==> src/rtl/fft_bitrev_reorder_if.sv <==
// Streaming handshake bundle for the FFT bit-reversal reorder stage.
// slave = reorder block side, master = upstream/downstream environment side.
interface fft_bitrev_reorder_if #(
    parameter int W = 16
);
    logic                in_valid;
    logic                in_ready;
    logic signed [W-1:0] in_re;
    logic signed [W-1:0] in_im;
    logic                out_valid;
    logic                out_ready;
    logic signed [W-1:0] out_re;
    logic signed [W-1:0] out_im;
    logic                out_last;

    modport slave (
        input  in_valid, in_re, in_im, out_ready,
        output in_ready, out_valid, out_re, out_im, out_last
    );

    modport master (
        output in_valid, in_re, in_im, out_ready,
        input  in_ready, out_valid, out_re, out_im, out_last
    );
endinterface

==> src/rtl/fft_bitrev_reorder.sv <==
// Ping-pong frame buffer turning bit-reversed R2SDF output into natural order.
// Optional macro FFT_REORDER_OVF_EN adds a sticky in_overflow flag for dropped input samples.
module fft_bitrev_reorder #(
    parameter int N = 3,
    parameter int W = 16
) (
    input  logic clk,
    input  logic rst,
`ifdef FFT_REORDER_OVF_EN
    output logic in_overflow,
`endif
    fft_bitrev_reorder_if.slave bus
);
    localparam int L = 1 << N;
    localparam logic [N-1:0] LAST = {N{1'b1}};

    function automatic logic [N-1:0] bitrev(input logic [N-1:0] a);
        logic [N-1:0] r;
        for (int i = 0; i < N; i++) r[i] = a[N-1-i];
        return r;
    endfunction

    logic [2*W-1:0] mem [0:2*L-1];

    logic [N-1:0] wr_cnt;
    logic [N-1:0] rd_cnt;
    logic         wr_bank;
    logic         rd_bank;
    logic [1:0]   full;

    logic                acc_p0;
    logic                load_p0;
    logic [1:0]          set_mask;
    logic [1:0]          clr_mask;
    logic [2*W-1:0]      rd_word;

    logic                vld_p1;
    logic                last_p1;
    logic signed [W-1:0] re_p1;
    logic signed [W-1:0] im_p1;

    assign bus.in_ready = ~full[wr_bank];
    assign acc_p0       = bus.in_valid & ~full[wr_bank];
    assign load_p0      = full[rd_bank] & (~vld_p1 | bus.out_ready);
    assign rd_word      = mem[{rd_bank, rd_cnt}];

    // Bank hand-over: writer completes one bank while the reader drains the other.
    always_comb begin
        set_mask = 2'b00;
        clr_mask = 2'b00;
        if (acc_p0 && wr_cnt == LAST) set_mask[wr_bank] = 1'b1;
        if (load_p0 && rd_cnt == LAST) clr_mask[rd_bank] = 1'b1;
    end

    always_ff @(posedge clk) begin
        if (acc_p0) mem[{wr_bank, bitrev(wr_cnt)}] <= {bus.in_re, bus.in_im};
    end

    // p0 -> p1: bank read into the output register
    always_ff @(posedge clk) begin
        if (rst) begin
            wr_cnt  <= '0;
            rd_cnt  <= '0;
            wr_bank <= 1'b0;
            rd_bank <= 1'b0;
            full    <= 2'b00;
            vld_p1  <= 1'b0;
            last_p1 <= 1'b0;
            re_p1   <= '0;
            im_p1   <= '0;
        end else begin
            full <= (full | set_mask) & ~clr_mask;
            if (acc_p0) begin
                wr_cnt <= wr_cnt + 1'b1;
                if (wr_cnt == LAST) wr_bank <= ~wr_bank;
            end
            if (load_p0) begin
                re_p1   <= rd_word[2*W-1:W];
                im_p1   <= rd_word[W-1:0];
                last_p1 <= (rd_cnt == LAST);
                vld_p1  <= 1'b1;
                rd_cnt  <= rd_cnt + 1'b1;
                if (rd_cnt == LAST) rd_bank <= ~rd_bank;
            end else if (bus.out_ready && vld_p1) begin
                vld_p1 <= 1'b0;
            end
        end
    end

`ifdef FFT_REORDER_OVF_EN
    always_ff @(posedge clk) begin
        if (rst) in_overflow <= 1'b0;
        else if (bus.in_valid && full[wr_bank]) in_overflow <= 1'b1;
    end
`endif

    assign bus.out_valid = vld_p1;
    assign bus.out_last  = last_p1;
    assign bus.out_re    = re_p1;
    assign bus.out_im    = im_p1;
endmodule

==> src/flat_wrapper.sv <==
// flat-port wrapper written by rule: the top's interface ports become plain ports
module fft_bitrev_reorder_flat 
#(
    parameter int N = 3,
    parameter int W = 16
)
  (clk, rst, bus_in_valid, bus_in_re, bus_in_im, bus_out_ready, bus_in_ready, bus_out_valid, bus_out_re, bus_out_im, bus_out_last);
  fft_bitrev_reorder_if #(.W(W)) bus_i ();
  input  logic clk;
  input  logic rst;
  input wire logic [$bits(bus_i.in_valid)-1:0] bus_in_valid;
  input wire logic [$bits(bus_i.in_re)-1:0] bus_in_re;
  input wire logic [$bits(bus_i.in_im)-1:0] bus_in_im;
  input wire logic [$bits(bus_i.out_ready)-1:0] bus_out_ready;
  output wire logic [$bits(bus_i.in_ready)-1:0] bus_in_ready;
  output wire logic [$bits(bus_i.out_valid)-1:0] bus_out_valid;
  output wire logic [$bits(bus_i.out_re)-1:0] bus_out_re;
  output wire logic [$bits(bus_i.out_im)-1:0] bus_out_im;
  output wire logic [$bits(bus_i.out_last)-1:0] bus_out_last;
  assign bus_i.in_valid = bus_in_valid;
  assign bus_i.in_re = bus_in_re;
  assign bus_i.in_im = bus_in_im;
  assign bus_i.out_ready = bus_out_ready;
  assign bus_in_ready = bus_i.in_ready;
  assign bus_out_valid = bus_i.out_valid;
  assign bus_out_re = bus_i.out_re;
  assign bus_out_im = bus_i.out_im;
  assign bus_out_last = bus_i.out_last;
  fft_bitrev_reorder #(.N(N), .W(W)) u_core (.clk(clk), .rst(rst), .bus(bus_i));
endmodule
==> config.mk <==
export PLATFORM = sky130hd
export DESIGN_NAME = fft_bitrev_reorder_flat
export DESIGN_NICKNAME = d
export VERILOG_FILES = /design/src/rtl/fft_bitrev_reorder_if.sv /design/src/rtl/fft_bitrev_reorder.sv /design/src/flat_wrapper.sv
export SDC_FILE = /design/constraint.sdc
export NUM_CORES = 1
export LEC_CHECK = 0
export ABC_AREA = 1
export CAP_MARGIN = 15
export CORE_MARGIN = 1.5
export CORE_UTILIZATION = 50
export CTS_CLUSTER_DIAMETER = 60
export DETAILED_ROUTE_END_ITERATION = 8
export PLACE_DENSITY = 0.67
export SETUP_SLACK_MARGIN = 0.4
export SLEW_MARGIN = 40
export SYNTH_ARGS = -nofsm -noshare
export SYNTH_HDL_FRONTEND = slang
export SYNTH_SLANG_ARGS = --single-unit
export TNS_END_PERCENT = 1
==> constraint.sdc <==
create_clock -name clk -period 4.2 [get_ports clk]
set_input_delay 0.42 -clock clk [delete_from_list [all_inputs] [get_ports clk]]
set_output_delay 0.42 -clock clk [all_outputs]
set_load 0.01 [all_outputs]
# ---- Word level (Yosys, flattened, before mapping)
# Memories as Yosys holds them, arrays and structs flattened. A register that Yosys moved wholly into a read port is not among the register bits.
# Index checks and enable logic that the tools add are counted.
# Widths: inputs -> output; s select.
dict set report classes {
  addsub 2
  n_eq_ne 2
  bitwise 10
  n_lt_le_gt_ge 4
  muxes 14
  n_reduce_logical 8
}
# operator n
set ops {}
lappend ops {{$mux 1} 10}
lappend ops {{$add 3x1->3 const B} 2}
lappend ops {{$eq 3x3->1 const B} 2}
lappend ops {{$logic_and 1x1->1} 5}
lappend ops {{$lt 1x2->1 const B} 2}
lappend ops {{$mux 2} 2}
lappend ops {{$not 1->1} 4}
lappend ops {{$reduce_and 2->1} 2}
lappend ops {{$and 1x1->1} 2}
lappend ops {{$and 2x2->2} 1}
lappend ops {{$demux 1 s1} 2}
lappend ops {{$ge 1x1->1 const B} 2}
lappend ops {{$not 2->2} 1}
lappend ops {{$or 2x2->2} 1}
lappend ops {{$reduce_bool 2->1} 1}
lappend ops {{$or 1x1->1} 1}
dict set report totals {
  n_memories 1
  ram_bits 512
  in_bits 36
  regBits 12
  elab_cells 48
}
# memory words word_bits read_ports rd_ports_with_merged_regs write_ports line_no
set mem_list {}
lappend mem_list {u_core.mem 16 32 1 1 1 fft_bitrev_reorder.sv:23} ;# logic [2*W-1:0] mem [0:2*L-1];

# ---- Longest topological paths before layout
dict set report logic_depth {
  ltp_word 8
  ltp_mapped 12
  ltp_nobuf 9
}

# ---- Worst setup path after synthesis
# No wires, ideal clock.
dict set report synth_path {
  path_type {register -> register}
  startpoint {register u_core.wr_bank}
  endpoint {memory u_core.mem[11][0] in the netlist's numbering (enable)}
  setup_slack_ns 1.408
  required_ns 3.779
  arrival_ns 2.371
  stages_incl_launch_ff 8
  n_path_buf 0
  cell_sequence {dfxtp_1 inv_2 nand2_1 o21a_1 nand2_2 inv_1 nand3_1 nor2_1}
}
dict set report synth_between {
  elab_chain_len 6
}
# element line_no
set synth_lines {}
lappend synth_lines {{from (decl)} fft_bitrev_reorder.sv:27} ;# logic wr_bank;
lappend synth_lines {{from (signal assigned)} fft_bitrev_reorder.sv:75} ;# if (wr_cnt == LAST) wr_bank <= ~wr_bank;
lappend synth_lines {{$mux 1 (2 in series)} --}
lappend synth_lines {{$not 1->1} --}
lappend synth_lines {{net bus_in_ready} flat_wrapper.sv:15} ;# output wire logic [$bits(bus_i.in_ready)-1:0] bus_in_ready;
lappend synth_lines {{$and 1x1->1} fft_bitrev_reorder.sv:43} ;# assign acc_p0 = bus.in_valid & ~full[wr_bank];
lappend synth_lines {{$mux 1} fft_bitrev_reorder.sv:56} ;# if (acc_p0) mem[{wr_bank, bitrev(wr_cnt)}] <= {bus.in_re, bus.in_im};
lappend synth_lines {{$mux 1 (implied by the code)} fft_bitrev_reorder.sv:56}
lappend synth_lines {{to (decl)} fft_bitrev_reorder.sv:23}
# The timed path passes the listed nets, and every way through them passes these cells. The select of a mux whose other input is x is not followed.

# ---- Worst setup path in the final report
dict set report layout_path {
  startpoint {register u_core.wr_bank}
  endpoint {memory u_core.mem[0][25] in the netlist's numbering (enable)}
}
dict set report layout_between {
  elab_chain_len 6
}
# element line_no
set layout_lines {}
lappend layout_lines {{$mux 1 (implied by the code) (2 in series)} fft_bitrev_reorder.sv:43}
lappend layout_lines {{$not 1->1} fft_bitrev_reorder.sv:43}
lappend layout_lines {{$and 1x1->1} fft_bitrev_reorder.sv:43}
lappend layout_lines {{$mux 1} fft_bitrev_reorder.sv:56}
lappend layout_lines {{$mux 1 (implied by the code)} fft_bitrev_reorder.sv:56}
# Several ways; a longest one is shown, not always the timed one. The select of a mux whose other input is x is not followed.

==> impl_metrics.tcl <==
set metrics [dict create \
    io_buffers 70 \
    final_common_cell "nand2_1" \
    max-vdd-ir-drop_mv 0.279 \
    layout_setup_ws_ns 1.57 \
    synth-seq-area-share 0.694 \
    skew_ns 0.0136 \
    slowest_delay_ns 0.67 \
    hold_depth 4 \
    arrival_ns 2.90 \
    final_cell_mix "nand2_1 (811), edfxtp_1 (512), nand3_1 (356), inv_1 (300), clkdlybuf4s50_1 (69)" \
    cts_root_buffer "clkbuf_16" \
    syn-num-nets 2295 \
    clock_sinks 556 \
    synth-edff-count 512 \
    slew-limit-headroom 0.462 \
    multi_input_area_mm2 0.00543 \
    seqCellArea_mm2 0.0163 \
    tritoncts "yes" \
    first_pass_iters 6 \
    antenna_found_initial 0 \
    setup_viol 0 \
    die_w_um 220 \
    numCtsBuffers 56 \
    fin_crit_sh 0.627 \
    async_flop_share 0 \
    gp_congestion 0.793 \
    grt_pass1_wl_um 85400 \
    crit_required_ns 4.47 \
    slew_violations 0 \
    n_fill_cell 3756 \
    min_from "rst" \
    start_util 0.506 \
    synthToLayoutAreaGrowth_pct 13.3 \
    fin_total_pwr_w 0.0111 \
    diodes 0 \
    totalNegativeSetupSlack_ns 0 \
    syn_area_mm2 0.0234 \
    fmax_mhz 380 \
    clk_latency_ns 0.60 \
    postRouteAntennaNets 0 \
    power_density_mw_per_mm2 420 \
    postSynthCellCount 2255 \
    crit_chain "inv_2 -> nand2_1 -> o21a_1 -> nand2_2 -> inv_1 -> nand3_1 -> nor2_4 -> buf_4" \
    r2r-end "u_core.mem[0][25]" \
    worst-setup-path-type "flip-flop to flip-flop" \
    vias 15546 \
    ys_types 21 \
    grt_max_degree 121 \
    synthFlopType "edfxtp_1" \
    drtIter0Drc 1584 \
    post_cts_resize_count 0 \
    ios 71 \
    grt-ovfl-total 0 \
    startpoint_type "flip-flop" \
    dp_cells 2855 \
    end_kind "flip-flop" \
    synth_seq_cells 556 \
    status "complete, no violations" \
    p_leak_nw 10.8 \
    fin_cells 2962 \
    vias_per_cell 5.25 \
    placement_rows 79 \
    clkTransAtPathRegs_ns 0.06 \
    core_region_area_mm2 0.0464 \
    layout.nets 2347 \
    path_max_fanout 15 \
    cap_violations 0 \
    tightest_slew_ns 0.808 \
    routedWlPerCell_um 18.5 \
    clockBufferDepth 3 \
    grt_setup_unrepaired "false" \
    cp_slowest_cell "nor2_4" \
    post_cts_buffers 0 \
    rr_worst_depth 8 \
    avgSynthCellArea_um2 10.4 \
    grt.total_usage 0.234 \
    r2r_slack_ns 1.57 \
    dp_hpwl_um 31100 \
    htree_levels 2 \
    ctsHoldBuffers 0 \
    die_h_um 220 \
    rr_startpoint "u_core.wr_bank" \
    hp-class "input pin to flip-flop" \
    die-area_mm2 0.0482 \
    holdPathEnd "u_core.bus.out_re[13]" \
    drc 0 \
    routed_wirelength_um 54900 \
    drive_gt1_frac 0.0624 \
    grt_pass1_vias 14779 \
    preCtsSetupSlack_ns 1.29 \
    fin_crit_ns 2.63 \
    finalHoldViolCount 0 \
    yosysWarnings 0 \
]
==> worst max path at each step <==
stage              startpoint                end  slack, ns
2_1_floorplan  u_core.wr_bank  u_core.mem[11][0]       1.41
3_3_place_gp     bus_in_valid  u_core.mem[3][12]       1.25
3_5_place_dp     bus_in_valid   u_core.mem[6][0]       1.29
4_1_cts        u_core.wr_bank  u_core.mem[6][29]       1.56
5_1_grt        u_core.wr_bank  u_core.mem[0][27]       1.38
6_report       u_core.wr_bank  u_core.mem[0][25]       1.57
==> stage by stage <==
stage               hold slack, ns   util  area [um^2]
floorplan                    0.452      -        23400
global placement             0.466  0.530        24500
detailed placement           0.460  0.535        24800
CTS                          0.400  0.572        26500
global route                 0.440  0.573        26500
finish                       0.402  0.573        26500
==> cells by family after synthesis <==
family	count (synthesis)	share of synthesized area
compound gates	22	0.00480
fa+ha+maj	4	0.00214
buf+inv	422	0.0799
flops	556	0.694
simple gates	1251	0.220
==> critical path: cells and delay by family, from the launching register on <==
| kind | cells | cell delay, ns |
|---|---|---|
| AND/OR/NAND/NOR | 4 | 1.15 |
| buffers and inverters | 3 | 0.60 |
| flip-flops | 1 | 0.38 |
| AO/OA/AOI/OAI | 1 | 0.15 |
==> per-layer routing <==
metal / share of wire / track usage / up-vias
li1: - / - / 7428
met1: 0.43 / 0.338 / 7442
met2: 0.47 / 0.373 / 597
met3: 0.075 / 0.0295 / 79
met4: 0.020 / 0.0669 / 0
met5: 0 / 0 / -
==> flip-flops by register name, indices dropped and copies added (netlist names) <==
signal and count:
u_core.mem 512, u_core.wr_bank 1, u_core.bus.out_valid 1, u_core.bus.out_re 16
u_core.full 2, u_core.wr_cnt 3, u_core.bus.out_last 1, u_core.rd_cnt 3
u_core.rd_bank 1, u_core.bus.out_im 16
==> area by class of cell <==
cell class,count,share of cell area
clock buffers,80,0.0581
repair buffers,111,0.0461
multi-input cells,1277,0.205
inverters,305,0.0437
clock inverters,26,0.00594
well taps,607,0.0286
flip-flops and latches,556,0.613
==> cell usage after synthesis (8+ instances only) <==
| cell type | instances | area share |
|---|---|---|
| buf_1 | 13 | 0.0021 |
| edfxtp_1 | 512 | 0.66 |
| buf_2 | 51 | 0.011 |
| a21oi_1 | 11 | 0.0023 |
| dfxtp_1 | 44 | 0.038 |
| nor2_1 | 82 | 0.013 |
| o21ai_0 | 8 | 0.0017 |
| nand3_1 | 356 | 0.076 |
| buf_6 | 24 | 0.012 |
| clkbuf_1 | 20 | 0.0032 |
| nand2_1 | 811 | 0.13 |
| inv_1 | 303 | 0.049 |
| buf_4 | 8 | 0.0026 |
==> where the power goes <==
part | switching [W] | total [W] | leakage (nW) | internal, W
logic | 0.000263 | 0.000369 | 5.01 | 0.000107
clock network | 0.00202 | 0.00463 | 0.834 | 0.00261
registers | 0.0000225 | 0.00615 | 4.98 | 0.00612
total | 0.00230 | 0.0111 | 10.8 | 0.00884
No activity file was read; power rests on OpenSTA's default activity.
==> edit, RTL diff (same settings) <==
`W` is set to 16 in 3 places; all go to 12.
--- a/src/rtl/fft_bitrev_reorder_if.sv
+++ b/src/rtl/fft_bitrev_reorder_if.sv
@@ -1,7 +1,7 @@
 // Streaming handshake bundle for the FFT bit-reversal reorder stage.
 // slave = reorder block side, master = upstream/downstream environment side.
 interface fft_bitrev_reorder_if #(
-    parameter int W = 16
+    parameter int W = 12
 );
     logic                in_valid;
     logic                in_ready;
--- a/src/rtl/fft_bitrev_reorder.sv
+++ b/src/rtl/fft_bitrev_reorder.sv
@@ -2,7 +2,7 @@
 // Optional macro FFT_REORDER_OVF_EN adds a sticky in_overflow flag for dropped input samples.
 module fft_bitrev_reorder #(
     parameter int N = 3,
-    parameter int W = 16
+    parameter int W = 12
 ) (
     input  logic clk,
     input  logic rst,
--- a/src/flat_wrapper.sv
+++ b/src/flat_wrapper.sv
@@ -2,7 +2,7 @@
 module fft_bitrev_reorder_flat 
 #(
     parameter int N = 3,
-    parameter int W = 16
+    parameter int W = 12
 )
   (clk, rst, bus_in_valid, bus_in_re, bus_in_im, bus_out_ready, bus_in_ready, bus_out_valid, bus_out_re, bus_out_im, bus_out_last);
   fft_bitrev_reorder_if #(.W(W)) bus_i ();
Ports: changed (resized bus_in_im, bus_in_re, bus_out_im and bus_out_re); port bits go from 71 to 55. No check against the original RTL was run, so the function may have changed too.
==> edit against the unedited design <==
Routed wire length down 24%. Largest power group unchanged. Setup slack better by 0.13 ns. Design area down 24%. Critical path type unchanged. Highest routed layer unchanged. Synthesized cell count down 24%. Synthesized area down 24%. Power down 23%. Sequential share of layout area down 0.45 points. Sequential cell count down 136.
==> edit: results (changes against the unedited design) <==
| Metric | Value |
|---|---|
| Status | finished, final reports clean |
| Share of cells above drive strength 1 | 6.15% (-0.094 points) |
| Max VDD drop | 0.230 mV (-17%) |
| Final-layout fill cell count | 2795 (-26%) |
| Port Buffers | 54 (-23%) |
| Post-synth EDFFs | 384 (-25%) |
| Slew Limit Headroom | 44.5% (-1.6 points) |
| Switching Power | 1.73 mW (-25%) |
| H-tree depth | 2 (unchanged) |
| Leakage power | 8.20 nW (-24%) |
| DP HPWL | 23.2 mm (-25%) |
| Post-synth top cells | 611 x nand2_1, 384 x edfxtp_1, 268 x nand3_1 |
| Sequential share of the synthesized area | 68.9% (-0.45 points) |
| WL/cell | 18.7 microns (+0.66%) |
| GP Congestion | 0.805 (+1.5%) |
| Top post-synthesis cells by area | edfxtp_1 65%, nand2_1 13%, nand3_1 7.5% |
| Worst-path clk slew | 0.06 ns (about the same) |
| Placed cell count | 2146 (-25%) |
| Prevailing post-synth register cell | edfxtp_1 |
| Largest net degree at the start of global routing | 153 (+26%) |
| Iter 0 DRT Violations | 1070 (-32%) |
| Top fanout value on the critical path | 24 (+9) |
| Via count | 11600 (-25%) |
| CTS Buf Count | 41 (-27%) |
| Yosys cell types | 21 (unchanged) |
| Vias in the first global route | 11000 (-26%) |
| Global Route Usage Sum | 23.1% (-0.29 points) |
| Max reg flops | 384 (-25%) |
| Clock Path Buffers | 3 (unchanged) |
| Final wirelength | 41.6 mm (-24%) |
| Latest clock arrival within the worst-skew pair | 0.53 ns (-0.07 ns) |
| Mapped Cells | 1714 (-24%) |
| Layout Nets | 1777 (-24%) |
| Post-Route Skew | 0.0163 ns (+0.00273 ns) |
| Drt first pass iters | 5 (-1) |
| First-pass GRT wire length | 63.2 mm (-26%) |
| Crit path DAT | 2.65 ns (-0.25 ns) |
| Hold crit path type | flop to flop |
==> edit: cell types whose count changed after synthesis, sizes merged, moves of 16 or more <==
cell,delta
inv,-74
nor2,-16
buf,-27
nand2,-200
edfxtp,-128
nand3,-88
==> edit: layer usage <==
metal | up-vias | wire [microns] | track usage [%]
li1 | 5625 | - | -
met5 | - | 0 | 0
met4 | 0 | 1600 | 9.80
met2 | 384 | 20100 | 38.7
met1 | 5522 | 17600 | 30.4
met3 | 81 | 2310 | 2.90
==> edit: stage by stage <==
| stage | power [mW] | hold WS, ns | utilization, % | setup slack [ns] | cell area [sq um] |
|---|---|---|---|---|---|
| 3_3_place_gp | 5.01 | 0.459 | 53.3 | 1.52 | 18500 |
| 5_1_grt | 8.85 | 0.500 | 57.9 | 1.55 | 20200 |
| 6_report | 8.62 | 0.500 | 57.9 | 1.70 | 20200 |
| 4_1_cts | 8.65 | 0.498 | 57.1 | 1.71 | 19900 |
| 2_1_floorplan | 4.86 | 0.452 | - | 1.74 | 17800 |
| 3_5_place_dp | 5.02 | 0.489 | 53.3 | 1.47 | 18500 |
==> edit: cells by family after synthesis <==
kind of cell,share of synthesized area (%)
flops,68.9
simple gates,21.9
compound gates,0.633
buf+inv,8.23
fa+ha+maj,0.282
==> edit: cell type report <==
| cell class | count | share of cell area, % |
|---|---|---|
| multi-input cells | 973 | 20.8 |
| inverters | 233 | 4.38 |
| clock inverters | 24 | 1.33 |
| clock buffers | 47 | 5.30 |
| well taps | 455 | 2.82 |
| repair buffers | 76 | 4.58 |
| flip-flops and latches | 420 | 60.8 |
==> edit: critical path: stages, from the launching register on <==
cell and delay, ns:
dfxtp_1 0.37, inv_1 0.12, nand2_1 0.08, o21a_1 0.15, nand2_2 0.12, inv_1 0.14
nand3_1 0.36, nor2_4 0.76
==> edit: power by group through the flow <==
stage	logic [mW]	registers, mW	clock network [mW]
after floorplan	0.131	4.73	0
after global placement	0.279	4.73	0
after detailed placement	0.286	4.73	0
after CTS	0.287	4.64	3.73
after global routing	0.324	4.64	3.89
final	0.296	4.64	3.69
==> edit: path summary, 6_finish.rpt <==
path                            slack [ns]      startpoint  cells past startpoint               end
worst max-delay path                  1.70  u_core.wr_bank                      7  u_core.mem[3][8]
worst min-delay path                  0.50  u_core.full[1]                      2    u_core.full[1]
worst max register to register        1.70  u_core.wr_bank                      7  u_core.mem[3][8]
worst min register to register        0.50  u_core.full[1]                      2    u_core.full[1]
